--- src/rtl/obuf4_collect_pkg.sv ---
// Shared types and sizing for the 4x4 output de-skew buffer (obuf4_collect).
package obuf4_pkg;

    localparam int unsigned N  = 4;
    localparam int unsigned DW = 16;
    localparam int unsigned TW = 4;
    localparam int unsigned CW = 3;       // column counter holds 0..N
    localparam int unsigned RW = 2;       // row index width
    localparam int unsigned BW = N * DW;  // full row / lane bus width

    typedef enum logic [1:0] {
        IDLE,
        COLLECT,
        DRAIN
    } state_t;

    function automatic logic [DW-1:0] lane(input logic [BW-1:0] bus, input int unsigned j);
        return bus[j*DW +: DW];
    endfunction

endpackage

--- src/rtl/obuf4_collect_if.sv ---
// MAC-array result inputs and the row read port of obuf4_collect.
interface obuf4_collect_if;
    import obuf4_pkg::*;

    logic [BW-1:0] ODATA;
    logic [N-1:0]  OVALID;
    logic [TW-1:0] ODST_i;
    logic          RD_VALID;
    logic          RD_READY;
    logic [BW-1:0] RD_DATA;
    logic [RW-1:0] RD_ROW;
    logic [TW-1:0] ODST_o;
    logic          BUSY;
    logic          TILE_DONE;
    logic          ERR_OVF;

    modport master (
        output ODATA, OVALID, ODST_i, RD_READY,
        input  RD_VALID, RD_DATA, RD_ROW, ODST_o, BUSY, TILE_DONE, ERR_OVF
    );

    modport slave (
        input  ODATA, OVALID, ODST_i, RD_READY,
        output RD_VALID, RD_DATA, RD_ROW, ODST_o, BUSY, TILE_DONE, ERR_OVF
    );

endinterface

--- src/rtl/obuf4_collect_col.sv ---
// Per-column capture unit: N-entry result column with write counter and overflow detect.
module obuf4_col
    import obuf4_pkg::*;
(
    input  logic          clk,
    input  logic          rst,
    input  logic          en,
    input  logic          clr,
    input  logic          vld,
    input  logic [DW-1:0] din,
    input  logic [RW-1:0] rsel,
    output logic [DW-1:0] dout,
    output logic          full_nxt,
    output logic          ovf
);

    logic [DW-1:0] mem [N];
    logic [CW-1:0] cnt;
    logic [RW-1:0] wr_idx;
    logic          full;
    logic          take;

    // clr restarts the column at row 0 regardless of the stale full count
    assign full     = (cnt == CW'(N));
    assign take     = vld && en && (clr || !full);
    assign ovf      = vld && !take;
    assign full_nxt = full || (take && (cnt == CW'(N - 1)));
    assign wr_idx   = clr ? RW'(0) : cnt[RW-1:0];
    assign dout     = mem[rsel];

    always_ff @(posedge clk) begin
        if (rst) begin
            cnt <= '0;
        end else if (clr) begin
            cnt <= take ? CW'(1) : '0;
        end else if (take) begin
            cnt <= cnt + CW'(1);
        end
    end

    always_ff @(posedge clk) begin
        if (take) begin
            mem[wr_idx] <= din;
        end
    end

endmodule

--- src/rtl/obuf4_collect.sv ---
// De-skews MAC-array column results into a 4x4 tile and drains it row by row.
// Build option OBUF_RELU_EN clamps negative lanes to zero on the read path.
module obuf4_collect
    import obuf4_pkg::*;
(
    input  logic            CLK,
    input  logic            RST,
    obuf4_collect_if.slave  bus
);

    state_t        state;
    logic [RW-1:0] rd_ptr;
    logic          rd_valid;
    logic          tile_done;
    logic          err_ovf;
    logic [TW-1:0] tag;

    logic [DW-1:0] row_lane [N];
    logic [N-1:0]  full_nxt;
    logic [N-1:0]  ovf;
    logic          final_acc;
    logic          col_en;
    logic [BW-1:0] rd_data;
    logic [DW-1:0] lane_v;

    assign final_acc = (state == DRAIN) && rd_valid && bus.RD_READY && (rd_ptr == RW'(N - 1));
    assign col_en    = (state != DRAIN) || final_acc;

    for (genvar j = 0; j < N; j++) begin : g_col
        obuf4_col u_col (
            .clk      (CLK),
            .rst      (RST),
            .en       (col_en),
            .clr      (final_acc),
            .vld      (bus.OVALID[j]),
            .din      (lane(bus.ODATA, j)),
            .rsel     (rd_ptr),
            .dout     (row_lane[j]),
            .full_nxt (full_nxt[j]),
            .ovf      (ovf[j])
        );
    end

    always_ff @(posedge CLK) begin
        if (RST) begin
            state     <= IDLE;
            rd_ptr    <= '0;
            rd_valid  <= 1'b0;
            tile_done <= 1'b0;
            err_ovf   <= 1'b0;
            tag       <= '0;
        end else begin
            tile_done <= final_acc;
            if (|ovf) begin
                err_ovf <= 1'b1;
            end
            case (state)
                IDLE: begin
                    if (|bus.OVALID) begin
                        state <= COLLECT;
                        tag   <= bus.ODST_i;
                    end
                end
                COLLECT: begin
                    if (&full_nxt) begin
                        state    <= DRAIN;
                        rd_valid <= 1'b1;
                        rd_ptr   <= '0;
                    end
                end
                DRAIN: begin
                    if (rd_valid && bus.RD_READY) begin
                        if (rd_ptr == RW'(N - 1)) begin
                            rd_ptr   <= '0;
                            rd_valid <= 1'b0;
                            // results arriving with the last accept open the next tile
                            if (|bus.OVALID) begin
                                state <= COLLECT;
                                tag   <= bus.ODST_i;
                            end else begin
                                state <= IDLE;
                            end
                        end else begin
                            rd_ptr <= rd_ptr + RW'(1);
                        end
                    end
                end
                default: state <= IDLE;
            endcase
        end
    end

    always_comb begin
        rd_data = '0;
        lane_v  = '0;
        for (int unsigned j = 0; j < N; j++) begin
            lane_v = row_lane[j];
`ifdef OBUF_RELU_EN
            if (lane_v[DW-1]) begin
                lane_v = '0;
            end
`endif
            if (rd_valid) begin
                rd_data[j*DW +: DW] = lane_v;
            end
        end
    end

    assign bus.RD_VALID  = rd_valid;
    assign bus.RD_DATA   = rd_data;
    assign bus.RD_ROW    = rd_ptr;
    assign bus.ODST_o    = tag;
    assign bus.BUSY      = (state != IDLE);
    assign bus.TILE_DONE = tile_done;
    assign bus.ERR_OVF   = err_ovf;

endmodule
--- src/flat_wrapper.sv ---
// flat-port wrapper written by rule: the top's interface ports become plain ports
module obuf4_collect_flat import obuf4_pkg::*;
  (CLK, RST, bus_ODATA, bus_OVALID, bus_ODST_i, bus_RD_READY, bus_RD_VALID, bus_RD_DATA, bus_RD_ROW, bus_ODST_o, bus_BUSY, bus_TILE_DONE, bus_ERR_OVF);
  obuf4_collect_if bus_i ();
  input  logic CLK;
  input  logic RST;
  input wire logic [$bits(bus_i.ODATA)-1:0] bus_ODATA;
  input wire logic [$bits(bus_i.OVALID)-1:0] bus_OVALID;
  input wire logic [$bits(bus_i.ODST_i)-1:0] bus_ODST_i;
  input wire logic [$bits(bus_i.RD_READY)-1:0] bus_RD_READY;
  output wire logic [$bits(bus_i.RD_VALID)-1:0] bus_RD_VALID;
  output wire logic [$bits(bus_i.RD_DATA)-1:0] bus_RD_DATA;
  output wire logic [$bits(bus_i.RD_ROW)-1:0] bus_RD_ROW;
  output wire logic [$bits(bus_i.ODST_o)-1:0] bus_ODST_o;
  output wire logic [$bits(bus_i.BUSY)-1:0] bus_BUSY;
  output wire logic [$bits(bus_i.TILE_DONE)-1:0] bus_TILE_DONE;
  output wire logic [$bits(bus_i.ERR_OVF)-1:0] bus_ERR_OVF;
  assign bus_i.ODATA = bus_ODATA;
  assign bus_i.OVALID = bus_OVALID;
  assign bus_i.ODST_i = bus_ODST_i;
  assign bus_i.RD_READY = bus_RD_READY;
  assign bus_RD_VALID = bus_i.RD_VALID;
  assign bus_RD_DATA = bus_i.RD_DATA;
  assign bus_RD_ROW = bus_i.RD_ROW;
  assign bus_ODST_o = bus_i.ODST_o;
  assign bus_BUSY = bus_i.BUSY;
  assign bus_TILE_DONE = bus_i.TILE_DONE;
  assign bus_ERR_OVF = bus_i.ERR_OVF;
  obuf4_collect u_core (.CLK(CLK), .RST(RST), .bus(bus_i));
endmodule
--- config.mk ---
export PLATFORM = sky130hd
export DESIGN_NAME = obuf4_collect_flat
export DESIGN_NICKNAME = d
export VERILOG_FILES = /design/src/rtl/obuf4_collect_pkg.sv /design/src/rtl/obuf4_collect_if.sv /design/src/rtl/obuf4_collect_col.sv /design/src/rtl/obuf4_collect.sv /design/src/flat_wrapper.sv
export SDC_FILE = /design/constraint.sdc
export NUM_CORES = 1
export LEC_CHECK = 0
export BUFFER_PORTS_ARGS = -buffer_cell sky130_fd_sc_hd__buf_2
export CAP_MARGIN = 5
export CORE_UTILIZATION = 45
export CTS_CLUSTER_DIAMETER = 150
export DETAILED_ROUTE_END_ITERATION = 6
export PLACE_DENSITY = 0.72
export SKIP_CTS_REPAIR_TIMING = 1
export SYNTH_ARGS = -nofsm -noshare
export SYNTH_HDL_FRONTEND = slang
export SYNTH_SLANG_ARGS = --single-unit
--- constraint.sdc ---
create_clock -name CLK -period 2.8 [get_ports CLK]
set_input_delay 0.28 -clock CLK [delete_from_list [all_inputs] [get_ports CLK]]
set_output_delay 0.28 -clock CLK [all_outputs]
set_load 0.01 [all_outputs]
# ---- After elaboration in Yosys (flattened, before gate mapping)
# Memory sizes are Yosys's and may differ from the RTL's. A register that Yosys moved wholly into a read port is not among the register bits.
# Cells that the tools add are included.
dict set report classes {
  multipliers 0
  n_div 0
  n_mux 54
  n_addsub 5
  reduce_logical 52
  n_shift 0
  eq_ne 16
  magnitude_cmp 0
  n_bitwise 0
}
# cell count
set op_table {}
lappend op_table {{2-to-1 mux 16 bit} 4}
lappend op_table {{2-to-1 mux 2 bit} 19}
lappend op_table {{2-to-1 mux 3 bit} 8}
lappend op_table {{logical AND 1 bit} 20}
lappend op_table {{2-to-1 mux 1 bit} 16}
lappend op_table {{nonzero test 2 bit} 7}
lappend op_table {{adder 3 x 1 -> 3 bit, second input constant} 4}
lappend op_table {{equality test 3 x 2 -> 1 bit, second input constant} 4}
lappend op_table {{equality test 3 bit, second input constant} 4}
lappend op_table {{2-to-1 mux 4 bit} 3}
lappend op_table {{AND reduction 4 bit} 3}
lappend op_table {{logical OR 1 bit} 9}
lappend op_table {{zero test 1 bit} 8}
lappend op_table {{case mux 4 bit (2 select lines)} 1}
lappend op_table {{OR reduction 4 bit} 2}
lappend op_table {{!= test 2 bit, second input constant} 3}
lappend op_table {{case mux 2 bit (3 select lines)} 1}
lappend op_table {{AND reduction 3 bit} 2}
lappend op_table {{equality test 2 bit, second input constant} 2}
lappend op_table {{!= test 2 x 1 -> 1 bit, second input constant} 2}
lappend op_table {{case mux 2 bit (2 select lines)} 1}
lappend op_table {{adder 2 x 1 -> 2 bit, second input constant} 1}
lappend op_table {{equality test 2 x 1 -> 1 bit, second input constant} 1}
lappend op_table {{zero test 2 bit} 1}
lappend op_table {{case mux 1 bit (2 select lines)} 1}
dict set report totals {
  output_inout_bits 74
  mem_count 4
  latch_bits 0
  romBits 0
  inputBits 75
  register_bits 23
  elab_cells 141
  ram_bits 256
}
# memory depth word_bits rd rd_clocked_by_memory_dff wr line_no
set memory_table {}
lappend memory_table {{u_core.g_col[0].u_col.mem} 4 16 1 1 1 obuf4_collect_col.sv:17} ;# logic [DW-1:0] mem [N];
lappend memory_table {{u_core.g_col[1].u_col.mem} 4 16 1 1 1 obuf4_collect_col.sv:17}
lappend memory_table {{u_core.g_col[2].u_col.mem} 4 16 1 1 1 obuf4_collect_col.sv:17}
lappend memory_table {{u_core.g_col[3].u_col.mem} 4 16 1 1 1 obuf4_collect_col.sv:17}

# ---- Logic depth before layout (Yosys ltp)
# Gate-level depths: netlist of run 1.
dict set report depth {
  ltp_word 14
  ltp_mapped 6
  depth_no_buf 6
}

# ---- Hierarchy
# A second synthesis of run 1 with hierarchy kept.
dict set report unflattened {
  cells_unflattened 591
  area_unflattened_um2 11287.1
}
# mod n_inst cells_per_inst seq_area_each_um2 area_each_um2
set by_module_without_submodules {}
lappend by_module_without_submodules {{obuf4_col at u_core.g_col[0].u_col ...} 3 117 1981.9 2582.5}
lappend by_module_without_submodules {{obuf4_col at u_core.g_col[2].u_col} 1 115 1981.9 2583.7}
lappend by_module_without_submodules {obuf4_collect 1 125 220.2 955.9}

# ---- Worst setup path before layout of run 1
# Ideal clock, no wire load.
dict set report synth_path {
  kind {flip-flop to flip-flop}
  start {reg u_core.g_col[3].u_col.cnt[0]}
  end {mem u_core.g_col[3].u_col.mem[1][0] (enable)}
  period_less_slack_ns 2.905
  required_time_ns 2.370
  stages_incl_launch_ff 6
  slack_ns -0.105
  t_arrival_ns 2.474
  path_buffers 0
  setup_time_ns 0.430
  path_cell_list {dfxtp_1 inv_1 ha_1 nand2_1 o21ai_1 nor4_1}
}
dict set report synth_between {
  elab_chain_cells 6
  word_cells_on_any_way 7
  cone_classes {eq/ne (1); mux (3); reduce/logical (3)}
}
# item line_no
set synth_lines {}
lappend synth_lines {{from (decl)} obuf4_collect_col.sv:18} ;# logic [CW-1:0] cnt;
lappend synth_lines {{from (signal assigned)} obuf4_collect_col.sv:35} ;# cnt <= take ? CW'(1) : '0;
lappend synth_lines {{from (signal assigned)} obuf4_collect_col.sv:37} ;# cnt <= cnt + CW'(1);
lappend synth_lines {{equality test 3 bit} obuf4_collect_col.sv:24} ;# assign full = (cnt == CW'(N));
lappend synth_lines {{zero test 1 bit} obuf4_collect_col.sv:25} ;# assign take = vld && en && (clr || !full);
lappend synth_lines {{logical OR 1 bit} obuf4_collect_col.sv:25}
lappend synth_lines {{logical AND 1 bit} obuf4_collect_col.sv:25}
lappend synth_lines {{2-to-1 mux 1 bit} obuf4_collect_col.sv:42} ;# if (take) begin
lappend synth_lines {{2-to-1 mux 1 bit (implied by the code)} obuf4_collect_col.sv:43} ;# mem[wr_idx] <= din;
lappend synth_lines {{to (decl)} obuf4_collect_col.sv:17}
# Several ways; a longest one is shown, not always the timed one.

==> results.md, run 1 <==
- The run finished, with violations left.
- The checks that failed: hold timing.
- The global-route wire length before repair is 33890 µm.
- The mapped cell area is 11220 µm².
- The routed via count divided by cell count is about 5.3.
- Across all layers, the routed design uses 6218 vias.
- The worst hold path belongs to the class in -> reg.
- Once the floorplan was initialized, standard cells occupied 46.02% of the core.
- Setup repair after global routing left no endpoint under its margin.
- The relative max-transition margin is between 50% and 60%.
- Max-cap violations in this run came to 0.
- The cell chosen for the clock root is sky130_fd_sc_hd__clkbuf_16.
- In this run the count of I/O pins placed on the die edge is 149.
- The type of origin of the critical path is a register.
- For this run, the number of Yosys warnings is 0.
- The most common library cell in the layout ignoring fill and taps is sky130_fd_sc_hd__edfxtp_1.
- Traced cell by cell, the critical path runs through buf_12, mux4_2, and2_1, buf_2.
- The number of placed instances, taps included, is 1064.
- The delay of the slowest cell on the worst path is 640 ps.
- The aggregate routed wire length is 22390 µm.
- Counting distinct cell types in the post-synthesis netlist gives 43.
- The max-slew violation count is 0.
- The post-layout net count is 923.
- The number of global-route vias before repair was 5897.
- The number of cells on the worst reg-to-reg path is 6.
- The full die area is 25580 µm².
- In this run the critical register-to-register path is launched from u_core.bus.RD_ROW[0]$_SDFFE_PP0P_.
- The number of I/O port buffers is about 150.
- After the flow finishes, the layout carries non-filler instances totaling 1180.
- The vertical die dimension is 159.9 µm.
- The clock tree from TritonCTS is built.
- The type of the worst setup path is reg -> out.
- In this run the remaining antenna-violating nets after routing total 0.
- The cell depth of the worst min-delay path is 3.
- The horizontal die dimension is 159.9 µm.
- The wire-length estimate of the detail-placed layout is 14030 µm.
- The startpoint identified for the worst hold timing path is bus_ODST_i[1].
- After synthesis the netlist holds a flip-flop and latch count of between 200 and 300.
- The total count of hold-check failures in the final report is 1.
- The cell type of the slowest stage on the worst timing path is sky130_fd_sc_hd__dfxtp_4.
- The pin slew with the least headroom to its limit is 696.5 ps.
- Summed over all layers, the global routing overflow is 0.
- The net count after synthesis is between 600 and 700.
- The final antenna diode count is 0.
- Across all hold checks on the routed design, the worst slack comes to -1.147 ps.
- The H-tree level count is 1.
- The fraction of final layout cells sized beyond drive strength 1 is 35.51%.
- The number of design-rule violations left by the first detailed-router iteration is 410.
- Of all nets on the critical path, the largest fanout is 22.
- The most utilized layer in the global route result is met2.
- The worst register-to-register path ends at u_core.g_col[2].u_col.mem[0][10]$_DFFE_PP_.
- Once routing completed, OpenROAD measured the worst setup slack at 234.1 ps.
- The met3 layer usage reported by global route is 3.558%.
- The mean instance size in the synthesized netlist is 18.83 µm².
- The placement row count is 57.
- The end point of the worst hold path is u_core.bus.ODST_o[1]$_SDFFE_PP0P_.
- STA classifies the critical path endpoint as an output port.
- For this design the static power due to leakage is 5.010 nW.
- In the layout the commonest cells are 256 x sky130_fd_sc_hd__edfxtp_1, 148 x sky130_fd_sc_hd__buf_2, 66 x sky130_fd_sc_hd__and2_1.
- The routing usage on met1 is 23.85%.
- The number of DRC violations after detailed routing is 0.
- After detailed routing, the average wire length per cell comes to 18.97 µm.
- The combined global-route utilization of all metal layers is 17.24%.
- The reg-to-reg setup timing slack is 530 ps.
- After layout, the worst path uses 91.64% of the clock period.
- On the final layout, the worst clock skew is between 15 and 20 ps.
- The post-route standard cell area excluding fillers is 14040 µm².
- For the worst setup path, the data arrival time is 2290 ps.
- VDD sags by at most just over 0.0005 V.
- The initial antenna violation count is 0.
- Summing the sequential cell areas from Yosys gives roughly 73% of the chip area.
- The number of instances in the synthesized netlist is 596.
- Compared with the post-synthesis result, the final layout area differs by 25.08%.
- After layout, the minimum clock period comes to about 2600 ps.
- After detailed placement, the total cell area comes to approximately 12000 µm².
- The post-place setup slack is approximately 540 ps.
- For this run, the detailed router's first-pass iteration total came to 5.
- Buffers inserted during clock tree synthesis total 28.
- The total core area is 24390 µm².
- Entering global routing, the biggest net connects 71 pins.
- The met2 usage in global routing is around 28%.
- The maximum buffer depth of the clock tree is 3.
- For the worst-skew pair, the clock arrives at the later sink with an insertion delay of 540 ps.
- At the end of routability-driven placement, the weighted congestion stood at 0.8033.
- The cell area power density is 642.2 nW/µm².
- Timing would allow up to 0.3897 GHz.
- The clock sink count is 281.
- The count of final setup violators is 0.
- The critical path data required time is about 2500 ps.
- The clock transition at the registers of the reported paths is 60 ps.
[registers in the layout (all words and copies together) (netlist names), named ones only]
register / count
u_core.bus.ERR_OVF: 1
u_core.bus.RD_VALID: 1
u_core.g_col.u_col.cnt: 12
u_core.bus.TILE_DONE: 1
u_core.state: 2
u_core.g_col.u_col.mem: 256
u_core.bus.ODST_o: 4
u_core.bus.RD_ROW: 2
[synth_stat cells]
master	n	share of area, %
sky130_fd_sc_hd__nor2_2	1	0.056
sky130_fd_sc_hd__o21ai_1	6	0.27
sky130_fd_sc_hd__nand2b_1	2	0.11
sky130_fd_sc_hd__o221ai_1	1	0.078
sky130_fd_sc_hd__a22oi_1	3	0.20
sky130_fd_sc_hd__a21oi_2	2	0.16
sky130_fd_sc_hd__dfxtp_1	25	4.5
sky130_fd_sc_hd__nand3_2	1	0.089
sky130_fd_sc_hd__and3_1	2	0.11
sky130_fd_sc_hd__buf_6	8	0.80
sky130_fd_sc_hd__mux4_2	64	13
sky130_fd_sc_hd__o22ai_1	4	0.22
sky130_fd_sc_hd__nor4_1	7	0.39
sky130_fd_sc_hd__nand4_1	4	0.22
sky130_fd_sc_hd__nand3_1	9	0.40
sky130_fd_sc_hd__a211oi_2	3	0.33
sky130_fd_sc_hd__and2b_4	1	0.089
sky130_fd_sc_hd__clkbuf_1	15	0.50
sky130_fd_sc_hd__nor3b_1	2	0.13
sky130_fd_sc_hd__a2111oi_2	1	0.13
sky130_fd_sc_hd__mux2i_1	5	0.45
sky130_fd_sc_hd__buf_2	2	0.089
sky130_fd_sc_hd__a211oi_4	1	0.18
sky130_fd_sc_hd__and2_1	66	3.7
sky130_fd_sc_hd__o211ai_1	5	0.33
sky130_fd_sc_hd__ha_1	13	1.4
sky130_fd_sc_hd__a21oi_1	18	0.80
sky130_fd_sc_hd__o211a_1	1	0.089
sky130_fd_sc_hd__o21ai_0	6	0.27
sky130_fd_sc_hd__a211oi_1	2	0.13
sky130_fd_sc_hd__nand2_2	2	0.11
sky130_fd_sc_hd__a31oi_1	1	0.056
sky130_fd_sc_hd__inv_1	16	0.54
sky130_fd_sc_hd__nand2_1	13	0.43
sky130_fd_sc_hd__o31ai_1	1	0.067
sky130_fd_sc_hd__nor2_1	17	0.57
sky130_fd_sc_hd__edfxtp_1	256	68
sky130_fd_sc_hd__nor3_1	2	0.089
sky130_fd_sc_hd__o2bb2ai_1	1	0.078
sky130_fd_sc_hd__or3b_1	1	0.078
sky130_fd_sc_hd__o21a_1	2	0.13
sky130_fd_sc_hd__or2_4	2	0.16
sky130_fd_sc_hd__buf_4	2	0.13
[through the flow]
stage	util [%]	hold WS [ps]	total power, mW	setup TNS, ps
finish	57.56	-1.147	9.016	0
floorplan	-	378.9	5.192	-5023
global placement	51.22	475.7	5.410	0
CTS	54.89	-67.46	9.036	0
global route	57.56	2.502	9.334	0
detailed placement	51.22	481.7	5.429	0
[per-layer routing]
layer | vias up | part of all wire, %
met4 | 0 | 1.7
met1 | 3116 | 42
met5 | - | 0
met2 | 210 | 50
li1 | 2861 | -
met3 | 31 | 6.2
[worst max-delay path: cells and delay by family (launching register included)]
family                 cells  cell delay, ps
buffers and inverters      2             410
DFF                        1             640
muxes                      1             510
and+or+nand+nor            1             190
[worst max path at each step]
stage / start / end / slack [ps]
2_1_floorplan: u_core.g_col[3].u_col.cnt[0]$_SDFFE_PP0P_ / u_core.g_col[3].u_col.mem[1][0]$_DFFE_PP_ / -100
3_3_place_gp: u_core.bus.RD_ROW[0]$_SDFFE_PP0P_ / u_core.g_col[2].u_col.mem[0][3]$_DFFE_PP_ / 610
3_5_place_dp: u_core.bus.RD_ROW[0]$_SDFFE_PP0P_ / u_core.g_col[2].u_col.mem[0][6]$_DFFE_PP_ / 540
4_1_cts: register / bus_RD_DATA[41] / 120
5_1_grt: register / bus_RD_DATA[44] / 50
6_report: register / bus_RD_DATA[41] / 230
[logic make-up after synthesis]
kind of cell / Yosys count / synth area share (%)
buf+inv: 43 / 2.062
flops: 281 / 72.95
compound gates: 58 / 3.534
simple gates: 132 / 6.722
fa+ha+maj: 13 / 1.449
mux: 69 / 13.29
[report_power, final]
part / internal (mW) / total [mW] / leakage (nW) / switching (mW)
sequential: 4.79 / 4.85 / 2.55 / 0.0640
combinational: 0.264 / 0.556 / 2.02 / 0.292
clock: 2.12 / 3.61 / 0.434 / 1.49
total: 7.17 / 9.02 / 5.01 / 1.85
[area by class of cell]
| class | count | area (µm²) |
|---|---|---|
| timing repair buffer | 236 | 1614 |
| sequential | 281 | 8197 |
| multi-input combinational | 272 | 2867 |
| clock buffer | 35 | 726.9 |
| clock inverter | 16 | 170.2 |
| fill | 1887 | 10350 |
| inverter | 16 | 60.06 |
| tap | 324 | 405.4 |
(Power assumes the default switching activity.)
==> run 2: changes to the inputs <==
--- a/config.mk
+++ b/config.mk
@@ -7,6 +7,7 @@
 export LEC_CHECK = 0
 export BUFFER_PORTS_ARGS = -buffer_cell sky130_fd_sc_hd__buf_2
 export CAP_MARGIN = 5
+export CORE_ASPECT_RATIO = 0.75
 export CORE_UTILIZATION = 45
 export CTS_CLUSTER_DIAMETER = 150
 export DETAILED_ROUTE_END_ITERATION = 6
==> run 2 against run 1 <==
Flip-flop and latch count is the same. Largest cell class unchanged. The run still ends with hold timing left. Global-route usage grew 0.53 points. Combinational power is essentially flat. Die area is essentially flat. Final cell count grew 1.0%. Critical path depth is the same. Setup slack lost 46 ps. Sequential power is essentially flat. Via count grew 0.50%. Core utilization grew 1.0 points.
==> results.md, run 2 (same netlist as run 1, synthesis figures left out) <==
- The signal on the critical path passes through buf_12, mux4_2, and2_1, buf_2.
- The run finished, with violations left.
- The post-layout net count is 927.
- The via count of the routed design is 6249.
- The critical path in this run is classified as reg -> out.
- Among cell families on the critical path, the largest total delay comes from flip-flops.
- With fillers left out, the area of the finished cells amounts to 14190 µm².
- The slowest stage of the critical path is the sky130_fd_sc_hd__dfxtp_4 cell.
- The number of DRC violations after detailed routing is 0.
- The sum of internal, switching and leakage power is 9.524 mW.
- The starting density of the core is between 40% and 50%.
- The routability-driven placement congestion ratio is 0.8378.
- In this run the horizontal extent of the chip is roughly 180 µm.
- The final critical path takes up between 90% and 100% of the cycle.
- The critical path data required time is 2520 ps.
- In this run the worst path has a maximum fanout of 22.
- At the placement stage, the worst setup path has a slack of between 500 and 600 ps.
- In the post-route analysis, the smallest setup slack over all paths is around 190 ps.
- The final reports fail on hold timing.
- For the final database, setup skew stands at 14.17 ps.
- The clock passes through at most 3 buffers.
- After clock tree synthesis, the clock-pin slew on the worst setup and hold paths is 60 ps.
- On the worst path, the slowest cell contributes a delay of 660 ps.
- The initial antenna violation count is 0.
- The tree is rooted in a sky130_fd_sc_hd__clkbuf_16.
- The path class of the tightest hold or removal check is in -> reg.
- The average wire length per cell after detail routing is between 15 and 20 µm.
- The tightest hold margin is -19.98 ps.
- The fraction of final layout cells sized beyond drive strength 1 is between 30% and 40%.
- Setup repair after global routing left no endpoint under its margin.
- Buffers placed on the I/O ports in this run total ~150.
- The register with the most flip-flops in the final layout is u_core.g_col.u_col.mem.
- The count of final setup violators is 0.
- The library cells used most frequently in the layout, excluding fill and tap cells, are 256 x sky130_fd_sc_hd__edfxtp_1, 148 x sky130_fd_sc_hd__buf_2, 66 x sky130_fd_sc_hd__and2_1.
- The routed via count divided by cell count is between 5 and 6.
- The area growth from synthesis to layout is 26.45%.
- The cell area power density is around 670 nW/µm².
- The register with the most flip-flops in the layout has 256 of them.
- The relative max-transition margin is 64.69%.
- The combined global-route utilization of all metal layers is 17.77%.
- The placement row count is between 40 and 50.
- The nature of the critical path endpoint is an output port.
- The number of global-route vias before repair came to 6070.
- The clock sink count is roughly 280.
- The H-tree level count is 1.
- In this run the vertical extent of the chip is 138.8 µm.
- The pre-antenna-repair detailed-routing pass consisted of 4 iterations.
- The shortest clock period the worst path allows after layout is 2611 ps.
- Based on the critical path, the design can be clocked at up to 0.3829 GHz.
- The critical path contains buffers and inverters numbering 2 combined.
- The maximum vdd ir drop is 0.0004086 V.
- The first global-routing pass estimated 34460 µm of wire.
- The full die area is 25590 µm².
- The tool flagged a number of max-cap violations equal to 0.
- The aggregate routed wire length is ~23000 µm.
- Pin placement for this block handled 149 I/O pins.
- The first routing iteration left 400 violations.
- The CTS buffer count is 28.
- Clock latency on the worst-skew pair, taken at its later pin, is 540 ps.
- TritonCTS built the clock tree.
- The worst path arrival time is ~2300 ps.
- The total count of hold-check failures in the final report is 2.
- The max-slew violation count was 0.
- The final non-filler cell total is 1192.
- The final antenna diode count is 0.
- The total core area is ~24000 µm².
- In this run the remaining antenna-violating nets after routing total 0.
- Summed over all layers, the global routing overflow is 0.
- Entering global routing, the biggest net connects 52 pins.
- The wire-length estimate of the detail-placed layout is 14500 µm.
- At the pin with the least slew margin, the transition time is approximately 530 ps.
- The post-place instance area is approximately 13000 µm².
- The leakage power is 5.088 nW.
- The most common library cell in the layout ignoring fill and taps is sky130_fd_sc_hd__edfxtp_1.
- The number of placed instances with taps included is around 1.1k.
- STA classifies the critical path startpoint as a register.
-- run 2: worst reg2reg max path: stages (launching register included) --
cell	delay [ps]
sky130_fd_sc_hd__dfxtp_1	430
sky130_fd_sc_hd__ha_1	260
sky130_fd_sc_hd__and3_1	400
sky130_fd_sc_hd__o21ai_1	160
sky130_fd_sc_hd__or2_4	280
sky130_fd_sc_hd__nor2_1	100
sky130_fd_sc_hd__buf_4	270
-- run 2: metrics by stage --
| stage | setup TNS [ps] | utilization, % |
|---|---|---|
| after floorplan | -5023 | - |
| after global placement | 0 | 51.68 |
| after detailed placement | 0 | 51.68 |
| after CTS | 0 | 55.92 |
| after global routing | 0 | 58.61 |
| final | 0 | 58.61 |
-- run 2: area by class of cell --
| cell class | count | area [µm²] |
|---|---|---|
| inverter | 16 | 60.06 |
| clock buffer | 36 | 762.0 |
| tap | 331 | 414.1 |
| fill | 1836 | 10020 |
| multi-input combinational | 272 | 2864 |
| sequential | 281 | 8197 |
| clock inverter | 16 | 265.3 |
| timing repair buffer | 240 | 1632 |
-- run 2: path summary, 6_finish.rpt --
| kind | to | cells after the start | startpoint | slack, ps |
|---|---|---|---|---|
| min reg2reg | u_core.bus.ODST_o[1]$_SDFFE_PP0P_ | 2 | u_core.bus.ODST_o[1]$_SDFFE_PP0P_ | 500 |
| max | bus_RD_DATA[41] | 4 | register | 190 |
| max reg2reg | u_core.g_col[1].u_col.mem[0][4]$_DFFE_PP_ | 6 | u_core.bus.RD_ROW[0]$_SDFFE_PP0P_ | 570 |
| min | u_core.bus.ODST_o[1]$_SDFFE_PP0P_ | 3 | bus_ODST_i[1] | -20 |
-- run 2: metal layers --
metal / part of all wire (%) / up-vias / global-route usage [%]
li1: - / 2864 / -
met1: 47 / 3158 / 26.27
met2: 45 / 196 / 27.21
met3: 5.4 / 31 / 3.676
met4: 1.8 / 0 / 4.035
met5: 0 / - / 0
-- run 2: where the power goes --
part	internal (mW)	leakage, nW	switching, mW
Clock	2.57	0.494	1.55
Sequential	4.79	2.55	0.0650
Combinational	0.260	2.04	0.297
Total	7.62	5.09	1.91
==> run 3: changes to the inputs <==
--- a/config.mk
+++ b/config.mk
@@ -15,4 +15,5 @@
 export SKIP_CTS_REPAIR_TIMING = 1
 export SYNTH_ARGS = -nofsm -noshare
 export SYNTH_HDL_FRONTEND = slang
+export SYNTH_HIERARCHICAL = 1
 export SYNTH_SLANG_ARGS = --single-unit
==> run 3 against run 2 <==
The flow still finishes with violations (hold timing). Core utilization fell by 0.35 points. Sequential share of layout area fell by 0.079 points. Fmax fell by 2.4%. Flip-flop and latch count fell by 2. First-iteration DRC count fell by 15%. Count of clock-buffer cells in the layout rose by 11. Sequential power fell by 1%. Area after synthesis rose by 0.56%. Final cell count fell by 0.76%. Clock power fell by 12%. Synthesized cell count fell by 0.84%. Register-to-register slack got worse by 310 ps. Critical path type unchanged. Largest cell class unchanged.
==> results.md, run 3 <==
- The run finished, with violations left.
- The final reports fail on hold timing.
- The maximum buffer depth of the clock tree is 3.
- Across all hold checks on the routed design, the worst slack comes to -2.014 ps.
- The largest area contributor in the synthesized netlist is sky130_fd_sc_hd__edfxtp_1.
- The most repeated cell in the gate-level netlist after synthesis is sky130_fd_sc_hd__edfxtp_1.
- The share of the synthesized area in the top cell type is 68.11%.
- The clock reaches the later pin of the worst-skew pair after 540 ps.
- The number of design-rule violations left by the first detailed-router iteration is about 340.
- The filler cells instantiated in the layout total 1821.
- In the synthesized netlist the async set-or-reset flop fraction comes to 0%.
- The number of synthesized flops with an enable pin is 256.
- More flip-flops sit in one register than any other, and that register is u_core/g_col.u_col/mem.
- After detailed routing, the average wire length per cell comes to around 19 µm.
- Summing every instance area after synthesis gives 11290 µm².
- The die is approximately 180 µm wide.
- Setup repair after global routing left no endpoint under its margin.
- After global routing the overflow that remains totals 0.
- In the synthesized netlist, the cells that appear most often are 256 x sky130_fd_sc_hd__edfxtp_1, 71 x sky130_fd_sc_hd__and2_1, 40 x sky130_fd_sc_hd__mux4_2.
- Based on the critical path, the design can be clocked at up to around 0.37 GHz.
- The tree built by TritonCTS fans out to 279 sinks.
- The floorplan has 49 rows.
- The cell area power density is 634.4 nW/µm².
- Yosys mapped the design onto 38 distinct sky130hd cell types.
- The post-route clock period utilization is a little over nine tenths.
- By startpoint and endpoint, the worst setup path is classified as reg -> out.
- The H-tree level count is 1.
- Clock-pin slew was measured on the worst setup and hold paths at approximately 60 ps.
- The worst min-delay path category is in -> reg.
- The worst path arrival time is about 2400 ps.
- The starting density of the core is 46.49%.
- The flip-flop count of the largest register after layout is 256.
- Max-cap violations in this run came to 0.
- After detailed routing, the number of vias per cell comes to 5.210.
- Measured along the y axis, the die boundary spans 139.2 µm.
- The post-route netlist has 32.94% of its cells at a drive strength greater than 1.
- The number of iterations in the first detailed-routing pass is 5.
- TritonCTS built the clock tree.
- The I/O pin total is between 100 and 150.
- The most used flip-flop cell after synthesis is sky130_fd_sc_hd__edfxtp_1.
- The number of nets with antenna violations after routing is 0.
- The post-layout net count is between 900 and 1k.
- The worst-case clock skew is 15.99 ps.
- Averaged over all synthesized cells, the footprint is 19.10 µm².
- The initial antenna violation count is 2.
- The CTS buffer count is 28.
- For this run, design rule violations remaining after detail routing come to 0.
- The count of final setup violators is 0.
- The shortest clock period the worst path allows after layout is around 2700 ps.
- For the final routed database, the setup TNS stands at 0 ps.
- The total of warnings raised by yosys is 6.
- The sequential cell area fraction in the yosys report is 72.19%.
- Across every metal layer, demand over resource in global routing totals about 17%.
- The first global-routing pass estimated about 33000 µm of wire.
- The routability-driven placement congestion ratio is 0.7918.
- After detailed routing, the total wire length is 22100 µm.
- The nature of the critical path endpoint is an output port.
- Data on the critical path is required at its endpoint by 2520 ps.
- Once detailed placement completed, the half-perimeter wirelength came to 13380 µm.
- The total core area is 24280 µm².
- Across the VDD grid, the largest voltage drop is approximately 0.00047 V.
- Summed over all cells, the static leakage comes to 5.078 nW.
- The max-slew violation count is 0.
- The pin slew with the least headroom to its limit is 949.8 ps.
- The full die area is 25730 µm².
- The worst setup path is launched from a register.
- Entering global routing, the biggest net connects 69 pins.
- The number of instances in the synthesized netlist is ~590.
- Synthesis produced a netlist with a net count of 679.
- The number of I/O port buffers is between 100 and 150.
- The relative max-transition margin is 36.68%.
- After synthesis, the cell types taking the most area are sky130_fd_sc_hd__edfxtp_1 68%, sky130_fd_sc_hd__mux4_2 8.0%, sky130_fd_sc_hd__mux4_1 5.6%.
- The library cell used most frequently in the layout, excluding fill and tap cells, is sky130_fd_sc_hd__edfxtp_1.
- In the layout the commonest cells are 256 x sky130_fd_sc_hd__edfxtp_1, 148 x sky130_fd_sc_hd__buf_2, 71 x sky130_fd_sc_hd__and2_1.
- The cell chosen for the clock root is sky130_fd_sc_hd__clkbuf_16.
- The number of global-route vias before repair is between 6k and 7k.
- The total count of hold-check failures in the final report is 1.
- Of all nets on the critical path, the largest fanout is 66.
- In this run, synthesis produced a sequential element count of 279.
- The final route contains 6163 vias.
- The area growth from synthesis to layout is 25.31%.
[run 3: changes by cell type after synthesis, sizes merged, moves of 4 or more]
cell,delta
and2,+5
o22ai,-4
clkbuf,-7
nor2,-8
nor4,+4
buf,+7
nand2,+7
a211oi,-5
nand3,-8
nand2b,+11
[run 3: worst max-delay path: stages (launching register included)]
cell and delay [ps]:
sky130_fd_sc_hd__dfxtp_4 340, sky130_fd_sc_hd__buf_4 720, sky130_fd_sc_hd__mux4_1 460, sky130_fd_sc_hd__and2_1 180, sky130_fd_sc_hd__buf_2 130
[run 3: logic make-up (layout without fill, tap and decap cells)]
logic type	Yosys count	count (layout)	share of synthesized area, %
flip-flops	279	279	72.19
adder cells (fa/ha/maj)	13	13	1.441
buffers and inverters	40	299	2.295
AO/OA/AOI/OAI	41	41	2.306
multiplexers	72	72	14.29
AND/OR/NAND/NOR	146	146	7.483
other	0	2	0
[run 3: cell type report]
type                       instances  area (µm²)  share of cell area, %
inverter                          13       48.80                 0.3450
antenna                            2       5.005                0.03539
multi-input combinational        272        3045                  21.53
timing repair buffer             234        1556                  11.00
clock buffer                      47       885.9                  6.263
tap                              331       414.1                  2.928
clock inverter                     5       31.28                 0.2212
sequential                       279        8157                  57.67
[run 3: path summary, 6_finish.rpt]
check             slack (ps)                                         end                              start  cells past startpoint
hold / removal            -2  u_core/g_col[0].u_col/mem[2][10]$_DFFE_PP_                      bus_ODATA[10]                      1
setup reg to reg         260   u_core/g_col[3].u_col/mem[1][8]$_DFFE_PP_  u_core/bus.RD_ROW[0]$_SDFFE_PP0P_                      7
hold reg to reg          480           u_core/bus.ODST_o[0]$_SDFFE_PP0P_  u_core/bus.ODST_o[0]$_SDFFE_PP0P_                      2
setup / recovery         120                             bus_RD_DATA[19]  u_core/bus.RD_ROW[1]$_SDFFE_PP0P_                      4
[run 3: layer usage]
layer  vias up  wire length, µm  share of wire (%)  global-route usage, %
met5         -                0                  0                      0
li1       2834                -                  -                      -
met3        28             1161                5.3                  3.782
met1      3127             9607                 43                  22.88
met4         0              323                1.5                  3.436
met2       174            11010                 50                  28.35
[run 3: report_power, final]
part	switching (mW)	internal [mW]	total, mW	leakage, nW
Combinational	0.277	0.248	0.525	2.08
Sequential	0.0556	4.75	4.80	2.54
Clock	1.49	2.15	3.64	0.453
[run 3: through the flow]
stage | cells | utilization, % | power, mW | setup WS (ps) | area [µm²]
6_report | 1183 | 58.26 | 8.972 | 124.7 | 14140
4_1_cts | 1118 | 55.64 | 9.006 | 68.32 | 13510
2_1_floorplan | 591 | - | 5.115 | -254.9 | 11350
3_5_place_dp | 1066 | 51.86 | 5.354 | 311.9 | 12590
5_1_grt | 1182 | 58.25 | 9.303 | 2.219 | 14140
3_3_place_gp | 1066 | 51.86 | 5.309 | 502.7 | 12590
